[src/rtl/instruction_fetch_pkg.sv]
// rtl/instruction_fetch_pkg.sv - shared core widths, constants and the IF/ID record
package instruction_fetch_pkg;

  localparam int DATA_WIDTH  = 32;
  localparam int INSTR_WIDTH = 32;

  // addi x0, x0, 0: the canonical RV32I no-op used for pipeline bubbles
  localparam logic [INSTR_WIDTH-1:0] NOP_INSTRUCTION = 32'h0000_0013;

  // default program counter after reset (word aligned)
  localparam logic [DATA_WIDTH-1:0] DEFAULT_RESET_PC = 32'h0000_0000;

  // contents of the IF/ID pipeline register
  typedef struct packed {
    logic [INSTR_WIDTH-1:0] instr;
    logic [DATA_WIDTH-1:0]  pc;
    logic [DATA_WIDTH-1:0]  pc_plus4;
    logic                   valid;
    logic                   misaligned;
  } if_id_t;

  // bubble value: loaded on reset and on flush
  function automatic if_id_t if_id_bubble();
    if_id_t b;
    b.instr      = NOP_INSTRUCTION;
    b.pc         = '0;
    b.pc_plus4   = '0;
    b.valid      = 1'b0;
    b.misaligned = 1'b0;
    return b;
  endfunction

endpackage

[src/rtl/instruction_fetch_if_id_register.sv]
// rtl/instruction_fetch_if_id_register.sv - stall/flush pipeline register over if_id_t
import instruction_fetch_pkg::*;

module if_id_register (
  input  logic   clk,
  input  logic   rst,
  input  logic   stall,
  input  logic   flush,
  input  if_id_t d,
  output if_id_t q
);

  // flush beats stall; reset and flush both load the bubble
  always_ff @(posedge clk or posedge rst) begin
    if (rst) begin
      q <= if_id_bubble();
    end else if (flush) begin
      q <= if_id_bubble();
    end else if (!stall) begin
      q <= d;
    end
  end

endmodule

[src/rtl/instruction_fetch.sv]
// rtl/instruction_fetch.sv - RV32I fetch stage: PC register, next-PC mux and IF/ID register
import instruction_fetch_pkg::*;

module instruction_fetch #(
  parameter logic [DATA_WIDTH-1:0] RESET_PC = DEFAULT_RESET_PC
) (
  input  logic                   clk,
  input  logic                   rst,
  input  logic                   stall_f,
  input  logic                   stall_d,
  input  logic                   flush_d,
  input  logic                   pc_src_e,
  input  logic [DATA_WIDTH-1:0]  pc_target_e,
  output logic [DATA_WIDTH-1:0]  imem_addr,
  input  logic [INSTR_WIDTH-1:0] imem_instr,
  output logic [INSTR_WIDTH-1:0] instr_d,
  output logic [DATA_WIDTH-1:0]  pc_d,
  output logic [DATA_WIDTH-1:0]  pc_plus4_d,
  output logic                   valid_d,
  output logic                   misaligned_d
);

  logic [DATA_WIDTH-1:0] pc_f;
  logic [DATA_WIDTH-1:0] pc_plus4_f;
  logic [DATA_WIDTH-1:0] pc_next;
  logic                  misaligned_f;
  if_id_t                fetch_rec;
  if_id_t                if_id_q;

  assign pc_plus4_f   = pc_f + 32'd4;
  assign misaligned_f = (pc_f[1:0] != 2'b00);
  assign imem_addr    = pc_f;

  // next-PC select: a redirect from Execute overrides the load-use stall
  always_comb begin
    pc_next = pc_plus4_f;
    if (pc_src_e) begin
      pc_next = pc_target_e;
    end else if (stall_f) begin
      pc_next = pc_f;
    end
  end

  // program counter register
  always_ff @(posedge clk or posedge rst) begin
    if (rst) begin
      pc_f <= RESET_PC;
    end else begin
      pc_f <= pc_next;
    end
  end

  // record presented to IF/ID; a misaligned fetch carries a NOP and the flag
  always_comb begin
    fetch_rec            = if_id_bubble();
    fetch_rec.instr      = misaligned_f ? NOP_INSTRUCTION : imem_instr;
    fetch_rec.pc         = pc_f;
    fetch_rec.pc_plus4   = pc_plus4_f;
    fetch_rec.valid      = 1'b1;
    fetch_rec.misaligned = misaligned_f;
  end

  if_id_register u_if_id (
    .clk   (clk),
    .rst   (rst),
    .stall (stall_d),
    .flush (flush_d),
    .d     (fetch_rec),
    .q     (if_id_q)
  );

  assign instr_d      = if_id_q.instr;
  assign pc_d         = if_id_q.pc;
  assign pc_plus4_d   = if_id_q.pc_plus4;
  assign valid_d      = if_id_q.valid;
  assign misaligned_d = if_id_q.misaligned;

endmodule

[config.mk]
export PLATFORM = sky130hd
export DESIGN_NAME = instruction_fetch
export DESIGN_NICKNAME = d
export VERILOG_FILES = /design/src/rtl/instruction_fetch_pkg.sv /design/src/rtl/instruction_fetch_if_id_register.sv /design/src/rtl/instruction_fetch.sv
export SDC_FILE = /design/constraint.sdc
export NUM_CORES = 1
export LEC_CHECK = 0
export CAP_MARGIN = 20
export CORE_MARGIN = 10
export CORE_UTILIZATION = 42
export DETAILED_ROUTE_END_ITERATION = 16
export PLACE_DENSITY = 0.85
export SETUP_SLACK_MARGIN = 0.05
export SYNTH_ARGS = -nofsm -noshare
export SYNTH_HDL_FRONTEND = slang
export SYNTH_SLANG_ARGS = --single-unit
[constraint.sdc]
create_clock -name clk -period 4.5 [get_ports clk]
set_input_delay 0.9 -clock clk [delete_from_list [all_inputs] [get_ports clk]]
set_output_delay 0.9 -clock clk [all_outputs]
set_load 0.05 [all_outputs]
==> reports/results.ini, run 1 <==
[status]
outcome = finished clean

[global_routing]
grtUsageMet2 = 0.318
use_met1 = 0.229
grt.overflow.total = 0
grt_max_degree = 86
grt_antenna_before_repair = 0
grt-busiest-layer = met2
use_met3 = 0.0779
grt_pass1_vias = 5496
grt_util_all_layers = 0.196
grt_pass1_wl_um = 30900

[clock_network]
cts_resized = 0
cts_buffers = 17
ctsHoldBuffers = 0
cts_root_buffer = clkbuf_16
cts_tree = yes
clock_path_buffers = 2
post-cts-setup-buffer-count = 0
cts_sinks = 128
clk-insertion-delay-late_ns = 0.42
clk_pin_slew_ns = 0.06
htreeDepth = 4

[yosys]
synth_cells = 587
ys_ff_latch = 128
yosysMostFrequentCell = dfrtp_1
synth-async-reset-ratio = 1.00
synth.cell_area_um2 = 6010
ys_types = 48
synth_top_cell_by_area = dfrtp_1
synth-edff-count = 0
synth_flop_cell = dfrtp_1
mappedNetlistNets = 658
synth_common_cells = dfrtp_1, nor2_1, nand2_1
synth_area_leaders = dfrtp_1, mux2i_1, nor2_1
avgSynthCellArea_um2 = 10.2
ys_seq_area_frac = 0.534
yosysTopAreaCellShare = 0.521
synth_warnings = 0

[drt]
wirelength_um = 19400
drc = 0
drtIter0Drc = 513
dr.pass1.iters = 5
wl_per_cell_um = 20.4
vias_per_cell = 5.72
ant_nets = 0
vias = 5454

[timing]
setup_viol = 0
setup_tns_ns = 0
timing.slew.headroom = 0.365
rsz0062_at_grt = false
tightest_slew_ns = 0.945
finClkSkew_ns = 0.00794
slew_violations = 0
fmax_ghz = 0.353
hold_slack_ns = 0.501
post-route-min-period_ns = 2.83
final.setup.worst_slack_ns = 1.67
finalCritPeriodShare = 0.629
hold_viol = 0

[power]
p_int_mw = 2.52
p_clk_frac = 0.422
seqPwrFrac = 0.367
leakage_nw = 3.56
p_total_mw = 3.62
powerDensity_nw_per_um2 = 415
ir_drop_mv = 0.286
p_switching_mw = 1.11
switching_share = 0.306
comb_power_share = 0.211

[die]
die_x_um = 140
die_h_um = 140
start_util = 0.431
core_um2 = 13900
io-pin-count = 200
rows = 43
die_area_um2 = 19500

[placement]
place.gp.congestion = 0.865
place_inst = 921
place_area_um2 = 8070
dp_worst_setup_slack_ns = 1.41
hpwlAfterDp_um = 13900
placement.io_buffers = 199

[layout]
layout.nets = 831
drive_above_1_share = 0.0699
areaGrowthSynthToFinish_pct = 45.4
final_area_um2 = 8730
multi_input_comb_area_um2 = 2540
register_area_um2 = 3210
fillers = 1140
post-route-util = 0.627
antenna_cells = 0
stdcell_count = 953

[job]
cap_violations = 0

[critical_path]
worstPathBufferInverterCount = 1
crit_family = buffers and inverters
slowest_delay_ns = 0.90
regToRegSetupSlack_ns = 1.99
start_kind = register
path_cells = clkdlybuf4s50_1
required_ns = 3.60
path_max_fanout = 10
worstPathArrival_ns = 1.93
endpoint_kind = output port
cp_slowest_cell = clkdlybuf4s50_1
path_class = reg2out

[hold_path]
hold_class = reg2reg

[routing by layer]
layer | wire [um] | part of all wire
met1 | 7480 | 0.38
met2 | 9730 | 0.50
met3 | 1810 | 0.093
met4 | 416 | 0.021
met5 | 0 | 0
[layout make-up]
| type | count | area share |
|---|---|---|
| clock buffers | 19 | 0.0519 |
| repair buffers | 207 | 0.235 |
| well taps | 180 | 0.0258 |
| inverters | 13 | 0.00616 |
| multi-input cells | 393 | 0.290 |
| clock inverters | 13 | 0.0241 |
| flip-flops and latches | 128 | 0.367 |
[power by group through the flow]
| stage | clock, mW | combinational [mW] | sequential (mW) |
|---|---|---|---|
| after detailed placement | 0 | 0.769 | 1.35 |
| final | 1.53 | 0.764 | 1.33 |
| after global routing | 1.60 | 0.811 | 1.34 |
| after global placement | 0 | 0.760 | 1.34 |
| after CTS | 1.56 | 0.772 | 1.33 |
| after floorplan | 0 | 0.222 | 1.59 |
[flip-flops by register name (all words and copies together) (netlist names)]
| name | cells |
|---|---|
| imem_addr | 32 |
| u_if_id.q | 96 |
[path summary, 6_finish.rpt]
kind | startpoint | end | depth (start not counted)
max | imem_addr[15] | imem_addr[15] | 1
min | u_if_id.q[80] | u_if_id.q[80] | 1
max reg2reg | imem_addr[15] | u_if_id.q[28] | 4
min reg2reg | u_if_id.q[80] | u_if_id.q[80] | 1
max in group asynchronous | rst | imem_addr[11] | 3
min in group asynchronous | rst | u_if_id.q[56] | 2
[kinds of logic after synthesis]
kind of cell | count (synthesis) | synth area share
muxes | 30 | 0.0504
xor gates and xnor gates | 23 | 0.0335
and+or+nand+nor | 208 | 0.176
buffers and inverters | 66 | 0.0454
DFF | 128 | 0.534
AOI/OAI and AO/OA | 131 | 0.159
adders and majority gates | 1 | 0.00208
[layout by cell type, fill, tap and decap left out, drive strengths merged, types with 15 or more instances in the layout]
cell type / instances
a22o: 29
a31oi: 15
clkbuf: 19
clkdlybuf4s50: 197
dfrtp: 125
mux2i: 28
nand2: 40
nor2: 72
o21ai: 23
o31ai: 15
or4: 18
xnor2: 17
Power figures use the tool's default switching activity.
==> run 2: changes to the inputs <==
--- a/config.mk
+++ b/config.mk
@@ -7,9 +7,9 @@
 export LEC_CHECK = 0
 export CAP_MARGIN = 20
 export CORE_MARGIN = 10
-export CORE_UTILIZATION = 42
+export CORE_UTILIZATION = 46
 export DETAILED_ROUTE_END_ITERATION = 16
-export PLACE_DENSITY = 0.85
+export PLACE_DENSITY = 0.88
 export SETUP_SLACK_MARGIN = 0.05
 export SYNTH_ARGS = -nofsm -noshare
 export SYNTH_HDL_FRONTEND = slang
==> constraint.sdc (replaced) <==
create_clock -name clk -period 2.65 [get_ports clk]
set_input_delay 0.53 -clock clk [delete_from_list [all_inputs] [get_ports clk]]
set_output_delay 0.53 -clock clk [all_outputs]
set_load 0.05 [all_outputs]
==> reports/results.ini, run 2 (same netlist as run 1, synthesis figures left out) <==
[status]
outcome = finished clean  ; unchanged

[timing]
hold_viol = 0  ; unchanged
post-route-min-period_ns = 2.44
setup_tns_ns = 0  ; unchanged
tightest_slew_ns = 0.696  ; was 0.945 ns
setup_viol = 0  ; unchanged
finalCritPeriodShare = 0.922
slew_violations = 0  ; unchanged
rsz0062_at_grt = false  ; unchanged
timing.slew.headroom = 0.536  ; was 0.365
fmax_ghz = 0.409
finClkSkew_ns = 0.00913  ; was 0.00794 ns

[critical_path]
cp_slowest_cell = or3_1  ; was clkdlybuf4s50_1
crit_family = simple AND/OR/NAND/NOR gates  ; was buffers and inverters
start_kind = register  ; unchanged
slowest_delay_ns = 0.70  ; was 0.90 ns
regToRegSetupSlack_ns = 0.21  ; was 1.99 ns
reg2reg_to = u_if_id.q[28]  ; unchanged
path_class = reg2reg  ; was reg2out
worstPathBufferInverterCount = 0  ; was 1
r2r_cells = 4  ; unchanged
required_ns = 2.95  ; was 3.60 ns
worstReg2RegStart = imem_addr[10]  ; was imem_addr[15]
worstPathArrival_ns = 2.75  ; was 1.93 ns
path_max_fanout = 22  ; was 10
endpoint_kind = register  ; was output port
path_cells = nand4_4 -> or3_1 -> or4_1 -> a311oi_1  ; was clkdlybuf4s50_1

[drt]
wl_per_cell_um = 21.1  ; was 20.4 um
dr.pass1.iters = 5  ; unchanged
vias_per_cell = 5.85  ; was 5.72
ant_nets = 0  ; unchanged
vias = 5609  ; was 5454
wirelength_um = 20200  ; was 19400 um
drtIter0Drc = 476  ; was 513
drc = 0  ; unchanged

[die]
die_area_um2 = 18000  ; was 19500 um2
io-pin-count = 200  ; unchanged
start_util = 0.472  ; was 0.431
die_h_um = 134  ; was 140 um
rows = 41  ; was 43
die_x_um = 134  ; was 140 um
core_um2 = 12700  ; was 13900 um2

[clock_network]
clk_pin_slew_ns = 0.06  ; about the same
cts_resized = 0  ; unchanged
htreeDepth = 4  ; unchanged
clk-insertion-delay-late_ns = 0.42  ; about the same
ctsHoldBuffers = 0  ; unchanged
cts_tree = yes  ; unchanged
cts_buffers = 17  ; unchanged
clock_path_buffers = 2  ; unchanged
post-cts-setup-buffer-count = 0  ; unchanged
cts_root_buffer = clkbuf_16  ; unchanged
cts_sinks = 128  ; unchanged

[global_routing]
grt_antenna_before_repair = 0  ; unchanged
grt_max_degree = 129  ; was 86
grt_pass1_wl_um = 31700  ; was 30900 um
grt_pass1_vias = 5676  ; was 5496
grt.overflow.total = 0  ; unchanged
grt_util_all_layers = 0.222  ; was 0.196

[placement]
place.gp.congestion = 0.885  ; was 0.865
place_area_um2 = 8180  ; was 8070 um2
place_inst = 926  ; was 921
hpwlAfterDp_um = 14500  ; was 13900 um
placement.io_buffers = 199  ; unchanged

[layout]
layout.nets = 845  ; was 831
areaGrowthSynthToFinish_pct = 47.7  ; was 45.4%
layout_commonest_cell = clkdlybuf4s50_1  ; unchanged
top_register = u_if_id.q  ; unchanged
stdcell_count = 959  ; was 953
largest_reg_flops = 96  ; unchanged
layout_common_cells = clkdlybuf4s50_1, dfrtp_1, nor2_1, nand2_1, a22o_1  ; unchanged
antenna_cells = 0  ; unchanged
final_area_um2 = 8870  ; was 8730 um2
drive_above_1_share = 0.0839  ; was 0.0699

[hold_path]
hold_end = u_if_id.q[77]  ; was u_if_id.q[80]
hold_class = reg2reg  ; unchanged
hold_depth = 1  ; unchanged
hold_start = u_if_id.q[77]  ; was u_if_id.q[80]

[job]
cap_violations = 0  ; unchanged

[power]
ir_drop_mv = 0.508  ; was 0.286 mV
powerDensity_nw_per_um2 = 708  ; was 415 nW/um2
leakage_nw = 3.65  ; was 3.56 nW

[run 2: cell count changes in the layout (fill, tap and decap cells not counted)]
| cell | delta |
|---|---|
| clkinvlp_4 | -2 |
| clkbuf_1 | +2 |
| clkinv_2 | +1 |
| bufinv_16 | +1 |
| buf_12 | +2 |
| inv_6 | -1 |
| clkbuf_8 | +1 |
| buf_4 | +12 |
| clkinv_4 | -2 |
[run 2: layout make-up]
cell class | instances | area [um2]
clock buffers | 22 | 474
clock inverters | 10 | 205
fillers | 966 | 3850
inverters | 13 | 52.6
multi-input cells | 393 | 2540
flip-flops and latches | 128 | 3210
well taps | 172 | 215
repair buffers | 221 | 2180
[run 2: report_power, final]
group / switching [mW] / leakage [nW] / internal, mW
Clock: 0.850 / 0.326 / 1.84
Combinational: 0.869 / 1.68 / 0.482
Sequential: 0.151 / 1.65 / 2.09
[run 2: worst reg2reg max path, cell delays in order (launching register included)]
cell,delay [ns]
dfrtp_1,0.54
nand4_4,0.21
or3_1,0.71
or4_1,0.57
a311oi_1,0.30
[run 2: metrics by stage]
step           worst slack [ns]  power [mW]   util  hold slack [ns]
2_1_floorplan             0.188        3.07      -            0.650
3_3_place_gp              0.373        3.59  0.643            0.488
4_1_cts                   0.225        6.32  0.696            0.507
3_5_place_dp              0.309        3.62  0.643            0.491
5_1_grt                   0.101        6.48  0.697            0.516
6_report                  0.207        6.28  0.697            0.500
[run 2: per-layer routing]
| layer | GRT usage | part of all wire |
|---|---|---|
| met1 | 0.260 | 0.39 |
| met2 | 0.371 | 0.51 |
| met3 | 0.0810 | 0.090 |
| met4 | 0.0683 | 0.018 |
| met5 | 0 | 0 |
[run 2: worst max-delay path by stage]
stage,startpoint,to,cells past startpoint
after detailed placement,stall_f,imem_addr[31],4
after global placement,stall_f,imem_addr[21],4
after floorplan,imem_addr[9],imem_addr[29],6
after CTS,imem_addr[5],imem_addr[5],1
final,imem_addr[10],u_if_id.q[28],4
after global routing,imem_addr[10],u_if_id.q[24],4
==> run 3: changes to the inputs <==
--- a/config.mk
+++ b/config.mk
@@ -9,7 +9,7 @@
 export CORE_MARGIN = 10
 export CORE_UTILIZATION = 46
 export DETAILED_ROUTE_END_ITERATION = 16
-export PLACE_DENSITY = 0.88
+export PLACE_DENSITY = 0.84
 export SETUP_SLACK_MARGIN = 0.05
 export SYNTH_ARGS = -nofsm -noshare
 export SYNTH_HDL_FRONTEND = slang
==> reports/results.ini, run 3 (same netlist as run 1, synthesis figures left out) <==
[drt]
dr.pass1.iters = 5  ; unchanged
vias = 5600  ; was 5609
wirelength_um = 20300  ; was 20200 um
vias_per_cell = 5.83  ; was 5.85
ant_nets = 0  ; unchanged
wl_met2_um = 10300  ; was 10200 um
wl_per_cell_um = 21.2  ; was 21.1 um
drc = 0  ; unchanged
met1_length_um = 7990  ; was 7790 um
wl_met3_um = 1650  ; was 1830 um
top_layer = met4  ; unchanged
drtIter0Drc = 532  ; was 476

[critical_path]
worstPathArrival_ns = 1.88  ; was 2.75 ns
path_max_fanout = 11  ; was 22
crit_family = buffers and inverters  ; was simple AND/OR/NAND/NOR gates
required_ns = 2.12  ; was 2.95 ns
cp_slowest_cell = clkdlybuf4s50_1  ; was or3_1
path_cells = clkdlybuf4s50_1  ; was nand4_4 -> or3_1 -> or4_1 -> a311oi_1
slowest_delay_ns = 0.89  ; was 0.70 ns
worstReg2RegStart = imem_addr[10]  ; unchanged
reg2reg_to = u_if_id.q[26]  ; was u_if_id.q[28]
r2r_cells = 4  ; unchanged
path_class = reg2out  ; was reg2reg
start_kind = register  ; unchanged
crit_start = imem_addr[4]  ; was imem_addr[10]
worstPathBufferInverterCount = 1  ; was 0
crit_end = imem_addr[4]  ; was u_if_id.q[28]
cp.depth = 1  ; was 4
regToRegSetupSlack_ns = 0.27  ; was 0.21 ns
endpoint_kind = output port  ; was register

[power]
powerDensity_nw_per_um2 = 656  ; was 708 nW/um2
ir_drop_mv = 0.537  ; was 0.508 mV
leakage_nw = 3.59  ; was 3.65 nW
p_total_mw = 5.73  ; was 6.28 mW

[global_routing]
grt_antenna_before_repair = 0  ; unchanged
grt_max_degree = 129  ; unchanged
grt_util_all_layers = 0.225  ; was 0.222
grt.overflow.total = 0  ; unchanged
grt_pass1_wl_um = 32700  ; was 31700 um
grt_pass1_vias = 5654  ; was 5676

[clock_network]
post-cts-setup-buffer-count = 0  ; unchanged
ctsHoldBuffers = 0  ; unchanged
clock_path_buffers = 2  ; unchanged
cts_buffers = 17  ; unchanged
cts_root_buffer = clkbuf_16  ; unchanged
htreeDepth = 4  ; unchanged
clk-insertion-delay-late_ns = 0.42  ; about the same
cts_sinks = 128  ; unchanged
clk_pin_slew_ns = 0.05  ; was 0.06 ns
cts_resized = 0  ; unchanged
cts_tree = yes  ; unchanged

[layout]
layout_common_cells = clkdlybuf4s50_1, dfrtp_1, nor2_1, nand2_1, a22o_1  ; unchanged
largest_reg_flops = 96  ; unchanged
fillers = 999  ; was 966
layout_commonest_cell = clkdlybuf4s50_1  ; unchanged
areaGrowthSynthToFinish_pct = 45.3  ; was 47.7%
drive_above_1_share = 0.0801  ; was 0.0839
layout.nets = 845  ; unchanged
post-route-util = 0.686  ; was 0.697
top_register = u_if_id.q  ; unchanged

[timing]
slew_violations = 0  ; unchanged
fmax_ghz = 0.414  ; was 0.409 GHz
finClkSkew_ns = 0.00871  ; was 0.00913 ns
post-route-min-period_ns = 2.41  ; was 2.44 ns
setup_viol = 0  ; unchanged
hold_viol = 0  ; unchanged
final.setup.worst_slack_ns = 0.237  ; was 0.207 ns
timing.slew.headroom = 0.550  ; was 0.536
hold_slack_ns = 0.504  ; was 0.500 ns
rsz0062_at_grt = false  ; unchanged
tightest_slew_ns = 0.675  ; was 0.696 ns
finalCritPeriodShare = 0.911  ; was 0.922
setup_tns_ns = 0  ; unchanged

[placement]
dp_worst_setup_slack_ns = 0.278  ; was 0.309 ns
place.gp.congestion = 0.889  ; was 0.885
hpwlAfterDp_um = 14400  ; was 14500 um
placement.io_buffers = 199  ; unchanged

[die]
rows = 41  ; unchanged
die_h_um = 134  ; unchanged
die_area_um2 = 18000  ; unchanged
die_x_um = 134  ; unchanged
start_util = 0.472  ; unchanged
core_um2 = 12700  ; unchanged
io-pin-count = 200  ; unchanged

[status]
outcome = finished clean  ; unchanged

[job]
cap_violations = 0  ; unchanged

[hold_path]
hold_class = reg2reg  ; unchanged

-- run 3: cell count changes in the layout (fill, tap and decap cells not counted), sizes merged --
| cell | change |
|---|---|
| diode | +1 |
| clkinvlp | -1 |
| bufinv | -6 |
| clkbuf | +5 |
| clkinv | +2 |
-- run 3: through the flow --
step,area (um2),instances
2_1_floorplan,6010,587
3_3_place_gp,8180,926
3_5_place_dp,8180,926
4_1_cts,8720,958
5_1_grt,8730,959
6_report,8730,960
-- run 3: worst min path at each step --
stage,slack (ns),endpoint,depth (start not counted),start
final,0.50,u_if_id.q[73],1,u_if_id.q[73]
after detailed placement,0.49,u_if_id.q[96],1,u_if_id.q[96]
after CTS,0.51,u_if_id.q[90],1,u_if_id.q[90]
after floorplan,0.65,imem_addr[16],2,pc_target_e[16]
after global placement,0.49,u_if_id.q[84],1,u_if_id.q[84]
after global routing,0.51,u_if_id.q[90],1,u_if_id.q[90]
-- run 3: report_power, final --
part / switching (mW) / total (mW) / internal, mW
registers: 0.153 / 2.24 / 2.09
logic: 0.872 / 1.35 / 0.483
clock network: 0.818 / 2.13 / 1.31
-- run 3: layout make-up --
cell class,instances,area (um2),area share
Antenna cell,1,2.50,0.000287
Clock buffer,27,513,0.0588
Clock inverter,5,27.5,0.00315
Inverter,13,52.6,0.00602
Multi-Input combinational cell,393,2540,0.291
Sequential cell,128,3210,0.367
Tap cell,172,215,0.0247
Timing Repair Buffer,221,2180,0.249
-- run 3: per-layer routing --
| metal | track usage | vias up |
|---|---|---|
| met1 | 0.278 | 2795 |
| met2 | 0.369 | 246 |
| met4 | 0.0647 | 0 |
| li1 | - | 2538 |
| met5 | 0 | - |
| met3 | 0.0706 | 21 |
